### src/rtl/scan_display_ctrl_if.sv
// -----------------------------------------------------------------------------
// scan_display_ctrl_if
// Bundles the data/control inputs and the multiplexed drive outputs of the
// scanned seven-segment display controller.
//
// Signals:
//   digit_data  [4*NUM_DIGITS-1:0]  hex nibble per digit, digit 0 at [3:0]
//   dp_in       [NUM_DIGITS-1:0]    decimal point request per digit
//   blank_in    [NUM_DIGITS-1:0]    1 forces the digit dark
//   load                            single-cycle capture strobe
//   brightness  [3:0]               duty level, 0 dimmest .. 15 full
//   an          [NUM_DIGITS-1:0]    anode enables (one-hot active)
//   seg         [6:0]               segments, seg[6]=a .. seg[0]=g
//   dp                              decimal point segment
//   frame_done                      one-cycle pulse after each frame boundary
//
// Modports:
//   master  drives the inputs and observes the outputs
//   slave   the controller side
// -----------------------------------------------------------------------------
interface scan_display_ctrl_if #(
    parameter int NUM_DIGITS = 8
);
    logic [4*NUM_DIGITS-1:0] digit_data;
    logic [NUM_DIGITS-1:0]   dp_in;
    logic [NUM_DIGITS-1:0]   blank_in;
    logic                    load;
    logic [3:0]              brightness;
    logic [NUM_DIGITS-1:0]   an;
    logic [6:0]              seg;
    logic                    dp;
    logic                    frame_done;

    modport master (
        output digit_data, dp_in, blank_in, load, brightness,
        input  an, seg, dp, frame_done
    );

    modport slave (
        input  digit_data, dp_in, blank_in, load, brightness,
        output an, seg, dp, frame_done
    );
endinterface

### src/rtl/scan_display_ctrl.sv
// -----------------------------------------------------------------------------
// scan_display_ctrl
// Time-multiplexed driver for a NUM_DIGITS seven-segment display. A prescaler
// produces a scan tick every DIV clocks; each digit slot lasts 16 ticks and
// the 4-bit position inside the slot doubles as the PWM phase for brightness.
// New digit data is captured on a load strobe into a pending set and copied
// to the display set only at a frame boundary, so a frame never tears.
//
// Parameters:
//   NUM_DIGITS  number of digits (2..16)
//   DIV         clk cycles per scan tick (>= 1)
//   ACTIVE_LOW  1: an/seg/dp low-true, 0: high-true (frame_done always high)
//
// Ports:
//   clk    rising-edge system clock
//   reset  synchronous active-high reset
//   bus    scan_display_ctrl_if.slave (data inputs, load, brightness,
//          an/seg/dp/frame_done registered outputs)
//
// Build option:
//   SCAN_DISPLAY_LZB_EN  when defined, leading zeros (above the most
//                        significant nonzero nibble, dp clear) are dark;
//                        digit 0 is never blanked by this rule.
// -----------------------------------------------------------------------------
module scan_display_ctrl #(
    parameter int NUM_DIGITS = 8,
    parameter int DIV        = 6250,
    parameter int ACTIVE_LOW = 1
) (
    input  logic                  clk,
    input  logic                  reset,
    scan_display_ctrl_if.slave    bus
);

    localparam int PW = (DIV > 1) ? $clog2(DIV) : 1;
    localparam int DW = $clog2(NUM_DIGITS);
    localparam logic [PW-1:0] PRE_LAST   = PW'(DIV - 1);
    localparam logic [DW-1:0] DIGIT_LAST = DW'(NUM_DIGITS - 1);
    localparam logic          INV        = (ACTIVE_LOW != 0) ? 1'b1 : 1'b0;

    // Standard hex font, high-true, bit 6 = a .. bit 0 = g.
    function automatic logic [6:0] hex_to_seg(input logic [3:0] nib);
        logic [6:0] s;
        case (nib)
            4'h0:    s = 7'b1111110; // abcdef
            4'h1:    s = 7'b0110000; // bc
            4'h2:    s = 7'b1101101; // abdeg
            4'h3:    s = 7'b1111001; // abcdg
            4'h4:    s = 7'b0110011; // bcfg
            4'h5:    s = 7'b1011011; // acdfg
            4'h6:    s = 7'b1011111; // acdefg
            4'h7:    s = 7'b1110000; // abc
            4'h8:    s = 7'b1111111; // all
            4'h9:    s = 7'b1111011; // abcdfg
            4'hA:    s = 7'b1110111; // abcefg
            4'hB:    s = 7'b0011111; // cdefg
            4'hC:    s = 7'b1001110; // adef
            4'hD:    s = 7'b0111101; // bcdeg
            4'hE:    s = 7'b1001111; // adefg
            4'hF:    s = 7'b1000111; // aefg
            default: s = 7'b0000000;
        endcase
        return s;
    endfunction

    // Scan counters
    logic [PW-1:0] pre_r;
    logic [3:0]    sub_r;
    logic [DW-1:0] digit_r;

    // Pending (captured) and display (shown) register sets
    logic [4*NUM_DIGITS-1:0] pend_data_r;
    logic [NUM_DIGITS-1:0]   pend_dp_r;
    logic [NUM_DIGITS-1:0]   pend_blank_r;
    logic                    load_seen_r;
    logic [4*NUM_DIGITS-1:0] disp_data_r;
    logic [NUM_DIGITS-1:0]   disp_dp_r;
    logic [NUM_DIGITS-1:0]   disp_blank_r;

    // Registered outputs
    logic [NUM_DIGITS-1:0] an_r;
    logic [6:0]            seg_r;
    logic                  dp_r;
    logic                  frame_done_r;

    // Combinational helpers
    logic                  tick_s;
    logic                  boundary_s;
    logic [NUM_DIGITS-1:0] lz_dark_s;
    logic [3:0]            cur_nib_s;
    logic                  on_s;
    logic [NUM_DIGITS-1:0] an_next_s;
    logic [6:0]            seg_next_s;
    logic                  dp_next_s;

    assign tick_s     = (pre_r == PRE_LAST);
    assign boundary_s = tick_s && (sub_r == 4'd15) && (digit_r == DIGIT_LAST);

    // Prescaler, slot sub-counter and digit index
    always_ff @(posedge clk) begin
        if (reset) begin
            pre_r   <= '0;
            sub_r   <= 4'd0;
            digit_r <= '0;
        end else if (tick_s) begin
            pre_r <= '0;
            sub_r <= sub_r + 4'd1;
            if (sub_r == 4'd15) begin
                digit_r <= (digit_r == DIGIT_LAST) ? '0 : digit_r + DW'(1);
            end else begin
                digit_r <= digit_r;
            end
        end else begin
            pre_r   <= pre_r + PW'(1);
            sub_r   <= sub_r;
            digit_r <= digit_r;
        end
    end

    // Load capture and frame-synchronous transfer to the display set.
    // A load on the boundary cycle bypasses the pending set so the very next
    // frame already shows it.
    always_ff @(posedge clk) begin
        if (reset) begin
            pend_data_r  <= '0;
            pend_dp_r    <= '0;
            pend_blank_r <= '0;
            load_seen_r  <= 1'b0;
            disp_data_r  <= '0;
            disp_dp_r    <= '0;
            disp_blank_r <= '0;
        end else begin
            if (bus.load) begin
                pend_data_r  <= bus.digit_data;
                pend_dp_r    <= bus.dp_in;
                pend_blank_r <= bus.blank_in;
            end
            if (boundary_s) begin
                load_seen_r <= 1'b0;
                if (bus.load) begin
                    disp_data_r  <= bus.digit_data;
                    disp_dp_r    <= bus.dp_in;
                    disp_blank_r <= bus.blank_in;
                end else if (load_seen_r) begin
                    disp_data_r  <= pend_data_r;
                    disp_dp_r    <= pend_dp_r;
                    disp_blank_r <= pend_blank_r;
                end
            end else if (bus.load) begin
                load_seen_r <= 1'b1;
            end
        end
    end

`ifdef SCAN_DISPLAY_LZB_EN
    // Leading-zero mask: walk down from the top digit, darkening zero
    // nibbles with dp clear until the first nonzero nibble is met.
    always_comb begin
        logic found;
        found     = 1'b0;
        lz_dark_s = '0;
        for (int i = NUM_DIGITS - 1; i >= 1; i--) begin
            if (disp_data_r[4*i +: 4] != 4'h0) begin
                found = 1'b1;
            end else begin
                found = found;
            end
            lz_dark_s[i] = !found && !disp_dp_r[i];
        end
    end
`else
    assign lz_dark_s = '0;
`endif

    // Next output values from the current scan position (high-true)
    always_comb begin
        cur_nib_s  = disp_data_r[{digit_r, 2'b00} +: 4];
        on_s       = (sub_r <= bus.brightness) && !disp_blank_r[digit_r]
                     && !lz_dark_s[digit_r];
        an_next_s  = '0;
        seg_next_s = 7'b0000000;
        dp_next_s  = 1'b0;
        if (on_s) begin
            an_next_s[digit_r] = 1'b1;
            seg_next_s         = hex_to_seg(cur_nib_s);
            dp_next_s          = disp_dp_r[digit_r];
        end else begin
            an_next_s  = '0;
            seg_next_s = 7'b0000000;
            dp_next_s  = 1'b0;
        end
    end

    // Output registers with polarity applied; frame_done stays high-true
    always_ff @(posedge clk) begin
        if (reset) begin
            an_r         <= {NUM_DIGITS{INV}};
            seg_r        <= {7{INV}};
            dp_r         <= INV;
            frame_done_r <= 1'b0;
        end else begin
            an_r         <= an_next_s ^ {NUM_DIGITS{INV}};
            seg_r        <= seg_next_s ^ {7{INV}};
            dp_r         <= dp_next_s ^ INV;
            frame_done_r <= boundary_s;
        end
    end

    assign bus.an         = an_r;
    assign bus.seg        = seg_r;
    assign bus.dp         = dp_r;
    assign bus.frame_done = frame_done_r;

endmodule

### src/flat_wrapper.sv
// flat-port wrapper written by rule: the top's interface ports become plain ports
module scan_display_ctrl_flat 
#(
    parameter int NUM_DIGITS = 8,
    parameter int DIV        = 6250,
    parameter int ACTIVE_LOW = 1
)
  (clk, reset, bus_digit_data, bus_dp_in, bus_blank_in, bus_load, bus_brightness, bus_an, bus_seg, bus_dp, bus_frame_done);
  scan_display_ctrl_if #(.NUM_DIGITS(NUM_DIGITS)) bus_i ();
  input  logic clk;
  input  logic reset;
  input wire logic [$bits(bus_i.digit_data)-1:0] bus_digit_data;
  input wire logic [$bits(bus_i.dp_in)-1:0] bus_dp_in;
  input wire logic [$bits(bus_i.blank_in)-1:0] bus_blank_in;
  input wire logic [$bits(bus_i.load)-1:0] bus_load;
  input wire logic [$bits(bus_i.brightness)-1:0] bus_brightness;
  output wire logic [$bits(bus_i.an)-1:0] bus_an;
  output wire logic [$bits(bus_i.seg)-1:0] bus_seg;
  output wire logic [$bits(bus_i.dp)-1:0] bus_dp;
  output wire logic [$bits(bus_i.frame_done)-1:0] bus_frame_done;
  assign bus_i.digit_data = bus_digit_data;
  assign bus_i.dp_in = bus_dp_in;
  assign bus_i.blank_in = bus_blank_in;
  assign bus_i.load = bus_load;
  assign bus_i.brightness = bus_brightness;
  assign bus_an = bus_i.an;
  assign bus_seg = bus_i.seg;
  assign bus_dp = bus_i.dp;
  assign bus_frame_done = bus_i.frame_done;
  scan_display_ctrl #(.NUM_DIGITS(NUM_DIGITS), .DIV(DIV), .ACTIVE_LOW(ACTIVE_LOW)) u_core (.clk(clk), .reset(reset), .bus(bus_i));
endmodule
### config.mk
export PLATFORM = sky130hd
export DESIGN_NAME = scan_display_ctrl_flat
export DESIGN_NICKNAME = d
export VERILOG_FILES = /design/src/rtl/scan_display_ctrl_if.sv /design/src/rtl/scan_display_ctrl.sv /design/src/flat_wrapper.sv
export SDC_FILE = /design/constraint.sdc
export NUM_CORES = 1
export LEC_CHECK = 0
export ABC_CLOCK_PERIOD_IN_PS = 3300
export CAP_MARGIN = 20
export CORE_MARGIN = 5
export CORE_UTILIZATION = 35
export DETAILED_ROUTE_END_ITERATION = 8
export HOLD_SLACK_MARGIN = 0.05
export PLACE_DENSITY = 0.51
export RECOVER_POWER = 50
export SYNTH_ARGS = -nofsm -noshare
export SYNTH_HDL_FRONTEND = slang
export SYNTH_SLANG_ARGS = --single-unit
### constraint.sdc
create_clock -name clk -period 3.3 [get_ports clk]
set_clock_uncertainty 0.15 [all_clocks]
set_input_delay 0.33 -clock clk [delete_from_list [all_inputs] [get_ports clk]]
set_output_delay 0.33 -clock clk [all_outputs]
set_load 0.1 [all_outputs]
# ---- Yosys cells after proc, flatten, opt, wreduce, memory -nomap -nowiden
# Memory sizes are Yosys's and may differ from the RTL's. A register that Yosys moved wholly into a read port is not among the register bits.
# Index checks and enable logic that the tools add are counted.
dict set report classes {
  reduce_logical 12
  eq_ne 3
  n_mux 19
  order_cmp 3
  add_sub_neg 3
  n_div 0
  n_mul 0
  bitwise_logic 3
  n_shift 1
}
# cell n
set op_table {}
lappend op_table {{32-bit 2-to-1 mux} 2}
lappend op_table {{8-bit 2-to-1 mux} 5}
lappend op_table {{32-bit by 6-bit variable part select with 4-bit output} 1}
lappend op_table {{13-bit by 1-bit adder with 13-bit output, second input constant} 1}
lappend op_table {{13-bit equality test, second input constant} 1}
lappend op_table {{3-bit 2-to-1 mux} 3}
lappend op_table {{8-bit inverter} 1}
lappend op_table {{7-bit 2-to-1 mux} 1}
lappend op_table {{7-bit inverter} 1}
lappend op_table {{1-bit binary-select mux with 3-bit select} 2}
lappend op_table {{1-bit logical AND} 5}
lappend op_table {{1-bit 2-to-1 mux} 5}
lappend op_table {{4-bit by 1-bit adder with 4-bit output, second input constant} 1}
lappend op_table {{4-bit equality test, second input constant} 1}
lappend op_table {{4-bit less-or-equal comparator} 1}
lappend op_table {{3-bit by 4-bit less-than comparator with 1-bit output, second input constant} 1}
lappend op_table {{2-bit AND reduction} 2}
lappend op_table {{2-bit OR reduction} 2}
lappend op_table {{3-bit by 1-bit adder with 3-bit output, second input constant} 1}
lappend op_table {{1-bit demux with 3-bit select} 1}
lappend op_table {{3-bit equality test, second input constant} 1}
lappend op_table {{3-bit by 1-bit greater-or-equal comparator with 1-bit output, second input constant} 1}
lappend op_table {{1-bit logical NOT} 2}
lappend op_table {{2-bit nonzero test} 1}
lappend op_table {{1-bit inverter} 1}
dict set report word_totals {
  latch_bits 0
  wordCells 60
  output_inout_bits 17
  ram_bits 0
  n_memories 2
  register_bits 134
  rom_bits 120
}
# memory words width rd rd_clocked_by_memory_dff wr line
set memory_table {}
lappend memory_table {{(name not given)} 16 7 1 0 0 scan_display_ctrl.sv:44} ;# case (nib)
lappend memory_table {{(name not given)} 8 1 1 1 0 scan_display_ctrl.sv:179} ;# && !lz_dark_s[digit_r];

# ---- Longest topological paths before layout
dict set report depth {
  ltp_word 7
  depth_mapped 10
  depth_no_buf 8
}

# ---- Worst setup path after synthesis
# Ideal clock, no wire load.
dict set report synth_timing {
  path_type {flip-flop to flip-flop}
  from {register u_core.digit_r[1]}
  to {register u_core.seg_r[3] (netlist: u_core.bus.seg[3])}
  t_required_ps 3035
  arrival_time_ps 2151
  path_buffers 2
  stages_incl_launch_ff 9
  slack_ps 884
  period_less_slack_ps 2416
  path_cell_list {dfxtp_1 buf_2 buf_2 mux4_2 mux2_2 ha_1 mux2_4 mux2i_1 nand2_1}
}
dict set report synth_between {
  elab_chain_len 7
}
# element line
set synth_lines {}
lappend synth_lines {{start, declared} scan_display_ctrl.sv:69} ;# logic [DW-1:0] digit_r;
lappend synth_lines {{start signal, assigned} scan_display_ctrl.sv:109} ;# digit_r <= (digit_r == DIGIT_LAST) ? '0 : digit_r + DW'(1);
lappend synth_lines {{start signal, assigned} scan_display_ctrl.sv:111} ;# digit_r <= digit_r;
lappend synth_lines {{start signal, assigned} scan_display_ctrl.sv:116} ;# digit_r <= digit_r;
lappend synth_lines {{branches (longest 5 deep; another with memory read 16 x 7 bit)} -}
lappend synth_lines {{7-bit 2-to-1 mux *} scan_display_ctrl.sv:183} ;# if (on_s) begin
lappend synth_lines {{7-bit inverter (no line) *} -}
lappend synth_lines {{end signal, assigned} scan_display_ctrl.sv:198} ;# seg_r <= {7{INV}};
lappend synth_lines {{end signal, assigned} scan_display_ctrl.sv:203} ;# seg_r <= seg_next_s ^ {7{INV}};
lappend synth_lines {{end, declared} scan_display_ctrl.sv:82} ;# logic [6:0] seg_r;
# Every way passes the cells marked *. The select of a mux whose other input is x is not followed.
# A chain may end at the register's enable or synchronous reset.

# ---- Final worst setup path
dict set report layout_timing {
  from {input port bus_load}
  to {register u_core.disp_data_r[16]}
}
dict set report layout_between {
  elab_chain_len 2
}
# element line
set layout_lines {}
lappend layout_lines {{start, declared} flat_wrapper.sv:15} ;# input wire logic [$bits(bus_i.load)-1:0] bus_load;
lappend layout_lines {{2-bit nonzero test (no line)} -}
lappend layout_lines {{2-bit AND reduction (no line)} -}
lappend layout_lines {{end signal, assigned} scan_display_ctrl.sv:141} ;# disp_data_r <= bus.digit_data;
lappend layout_lines {{end signal, assigned} scan_display_ctrl.sv:145} ;# disp_data_r <= pend_data_r;
lappend layout_lines {{end, declared} scan_display_ctrl.sv:76} ;# logic [4*NUM_DIGITS-1:0] disp_data_r;
# Several ways; a longest one is shown, not always the timed one.

==> results.md <==
* Worst path cell trace: clkbuf_1, clkbuf_2, mux2i_1, a211oi_2
* Fin Setup TNS at 0 ns
* Total wire length at 11.70 mm
* Maximum vdd drop at ~0.0004 V
* Htree depth at 4
* Initial antenna violation count at 0
* PnR worst setup slack at 0.6817 ns
* Crit Path Max Fanout at 35
* Gate Count Post-Synth at 536
* RePlAce Congestion at 0.7539
* I/O pin total at between 70 and 80
* Final Hold Fails at 0
* Global route total overflow at 0
* Chip Width at 138.3 um
* Setup bufs post-CTS at 0
* Crit path max-delay cell type: clkbuf_2
* Top_reg_cell synth: dfxtp_1
* Hold Crit Class: in -> reg
* LEAKAGE at 2.652 nW
* Power density cells at 547.9 nW/um^2
* DR vias/cell at 4.659
* Setup CP Type: in -> reg
* Worst slew margin at 0.2332
* Worst-Skew Late Latency at 0.41 ns
* Final setup fails at 0
* Synth area leaders: dfxtp_1 47%, a211oi_2 11%, mux2i_1 10%
* Resized cells post-CTS at 0
* Final nets at roughly 660
* Die footprint at 19120 sq um
* Vias in the first global route at 3966
* CTS tree: done
* Filler Cell Count at approximately 1600
* Initial Utilization at 0.3599
* Number of synthesized flops with an enable pin at 0
* Synth cell types at 48
* Pin count of the biggest net entering global routing at 73
* Tcrit/Tclk final at 0.7934
* Synth area leader: dfxtp_1
* Pins Over Slew Limit at 0
* Ys async rst share at 0
* Deepest clock path buffer count at 2
* CP arrival at 2.75 ns
* Synth cell count leaders: 134 x dfxtp_1, 122 x nor2_1, 59 x mux2i_1
* Unrepaired setup endpoints after global routing: false
* Area Overhead vs Synth at 24.14%
* Levels on crit path at 4
* Seq/Total Area, Yosys at 0.4658
* Status: completed
* Max-Cap Viols at 0
* Top cell family by delay on the critical path: buffers and inverters
* CTS Hold Buffers Added at 0
* CP startpoint kind: input port
* Syn nets at 606
* # rows at between 40 and 50
* FF-to-FF path depth at 7
* Worst setup EP type: flip-flop
* Port Buf Inserts at 71
* Share of the synthesized area in the top cell type at 0.4658
* Core area at between 15000 and 20000 sq um
* Overall Power at 3.917 mW
* Hpwl dp at 8.178 mm
* Most frequent cell after synthesis: dfxtp_1
* Mean post-synth cell area at 10.74 sq um
* Synth warn at 0
* Layout cells sized above 1 at 0.1862
* Critical Path RT at 3.43 ns
* Drt first pass iters at 5
* Seq cells post-synth at ~130
* Slowest stage delay, CP at roughly 1.0 ns
* Initial DRC count at 202
* Die height at 138.3 um
* Worst-path clk slew at 0.05 ns
* CTS sink cnt at between 100 and 150
* DR DRC count at 0
* Mapped cell area at ~5800 sq um
* Num CTS Buffers at 17
* Hold Path Depth at 2
* Pre-CTS setup slack at 0.6832 ns
* Post-route minimum period at 2.618 ns
* Bufs and invs on worst path at 2
* Per-cell routed wire length at about 14 um
* Final ANT Viol Nets at 0
* All-Layer GR Usage at 0.1252
* CTS root buf: clkbuf_16
* Global-route wire length before repair at 19.53 mm
* ANT cells at 0
* Slew @ Worst Pin at between 1 and 1.5 ns
* Vias at 3834
* Achievable Freq at around 380 MHz
[sequential cells by signal, indices dropped and copies added, names as in the netlist, 8 cells and up]
| signal | count |
|---|---|
| u_core.bus.an | 8 |
| u_core.disp_blank_r | 8 |
| u_core.disp_data_r | 32 |
| u_core.disp_dp_r | 8 |
| u_core.pend_blank_r | 8 |
| u_core.pend_data_r | 32 |
| u_core.pend_dp_r | 8 |
| u_core.pre_r | 13 |
[stage by stage]
stage / hold slack (ns) / utilization / area [sq um] / std cells
floorplan: 0.2949 / - / 5759 / 536
global placement: 0.3107 / 0.4088 / 6541 / 791
finish: 0.2229 / 0.4468 / 7149 / 823
detailed placement: 0.3254 / 0.4088 / 6541 / 791
global route: 0.2242 / 0.4468 / 7149 / 823
CTS: 0.2104 / 0.4479 / 7167 / 823
[final timing paths]
kind | slack, ns | start | to
worst min register to register | 0.34 | u_core.pre_r[0]$_SDFF_PP0_ | u_core.pre_r[0]$_SDFF_PP0_
worst max register to register | 0.70 | u_core.digit_r[0]$_SDFFE_PP0P_ | u_core.disp_data_r[30]$_SDFFE_PP0P_
worst min-delay path | 0.22 | reset | u_core.digit_r[2]$_SDFFE_PP0P_
worst max-delay path | 0.68 | bus_load | u_core.disp_data_r[16]$_SDFFE_PP0P_
[where the power goes]
part | internal (mW) | leakage [nW] | switching [mW] | total [mW]
clock network | 1.32 | 0.307 | 0.658 | 1.98
registers | 1.66 | 1.09 | 0.0137 | 1.68
logic | 0.112 | 1.25 | 0.151 | 0.263
[kinds of logic (layout without fill, tap and decap cells)]
family / Yosys count / in the layout / share of synthesized area
fa+ha+maj: 15 / 15 / 0.03259
buf+inv: 51 / 122 / 0.05801
flops: 134 / 134 / 0.4658
mux: 75 / 75 / 0.1482
xor+xnor: 14 / 14 / 0.02129
compound gates: 74 / 74 / 0.1334
simple gates: 173 / 173 / 0.1408
[per-layer routing]
metal,routed length (um),global-route usage
met2,5367,0.1937
met1,5656,0.1630
met5,0,0
met4,102,0.04056
met3,568,0.04586
[layout by cell type, fill, tap and decap left out, types with 8 or more instances in the layout]
cell	Yosys	layout
nor2_1	122	122
dfxtp_1	134	134
xnor2_1	10	10
clkdlybuf4s50_1	0	64
mux2_2	8	8
mux2i_1	59	59
a211oi_2	49	49
clkbuf_16	0	17
ha_1	15	15
nand3_1	8	8
inv_1	10	10
[area by class of cell]
class | instances | area, sq um | share of cell area
timing repair buffer | 80 | 792.0 | 0.1108
tap | 216 | 270.3 | 0.03780
multi-input combinational | 351 | 2741 | 0.3834
clock buffer | 23 | 478.0 | 0.06685
clock inverter | 9 | 147.6 | 0.02065
inverter | 10 | 37.54 | 0.005250
sequential | 134 | 2683 | 0.3752
[worst reg2reg max path: cells and delay by family (launching register included)]
kind                     cells  cell delay (ns)
buffers and inverters        2             0.72
AND/OR/NAND/NOR              2             0.44
AO/OA/AOI/OAI                1             0.21
adder cells (fa/ha/maj)      2             0.41
flip-flops                   1             0.59
Note: power is estimated with default switching activity, not from simulation.
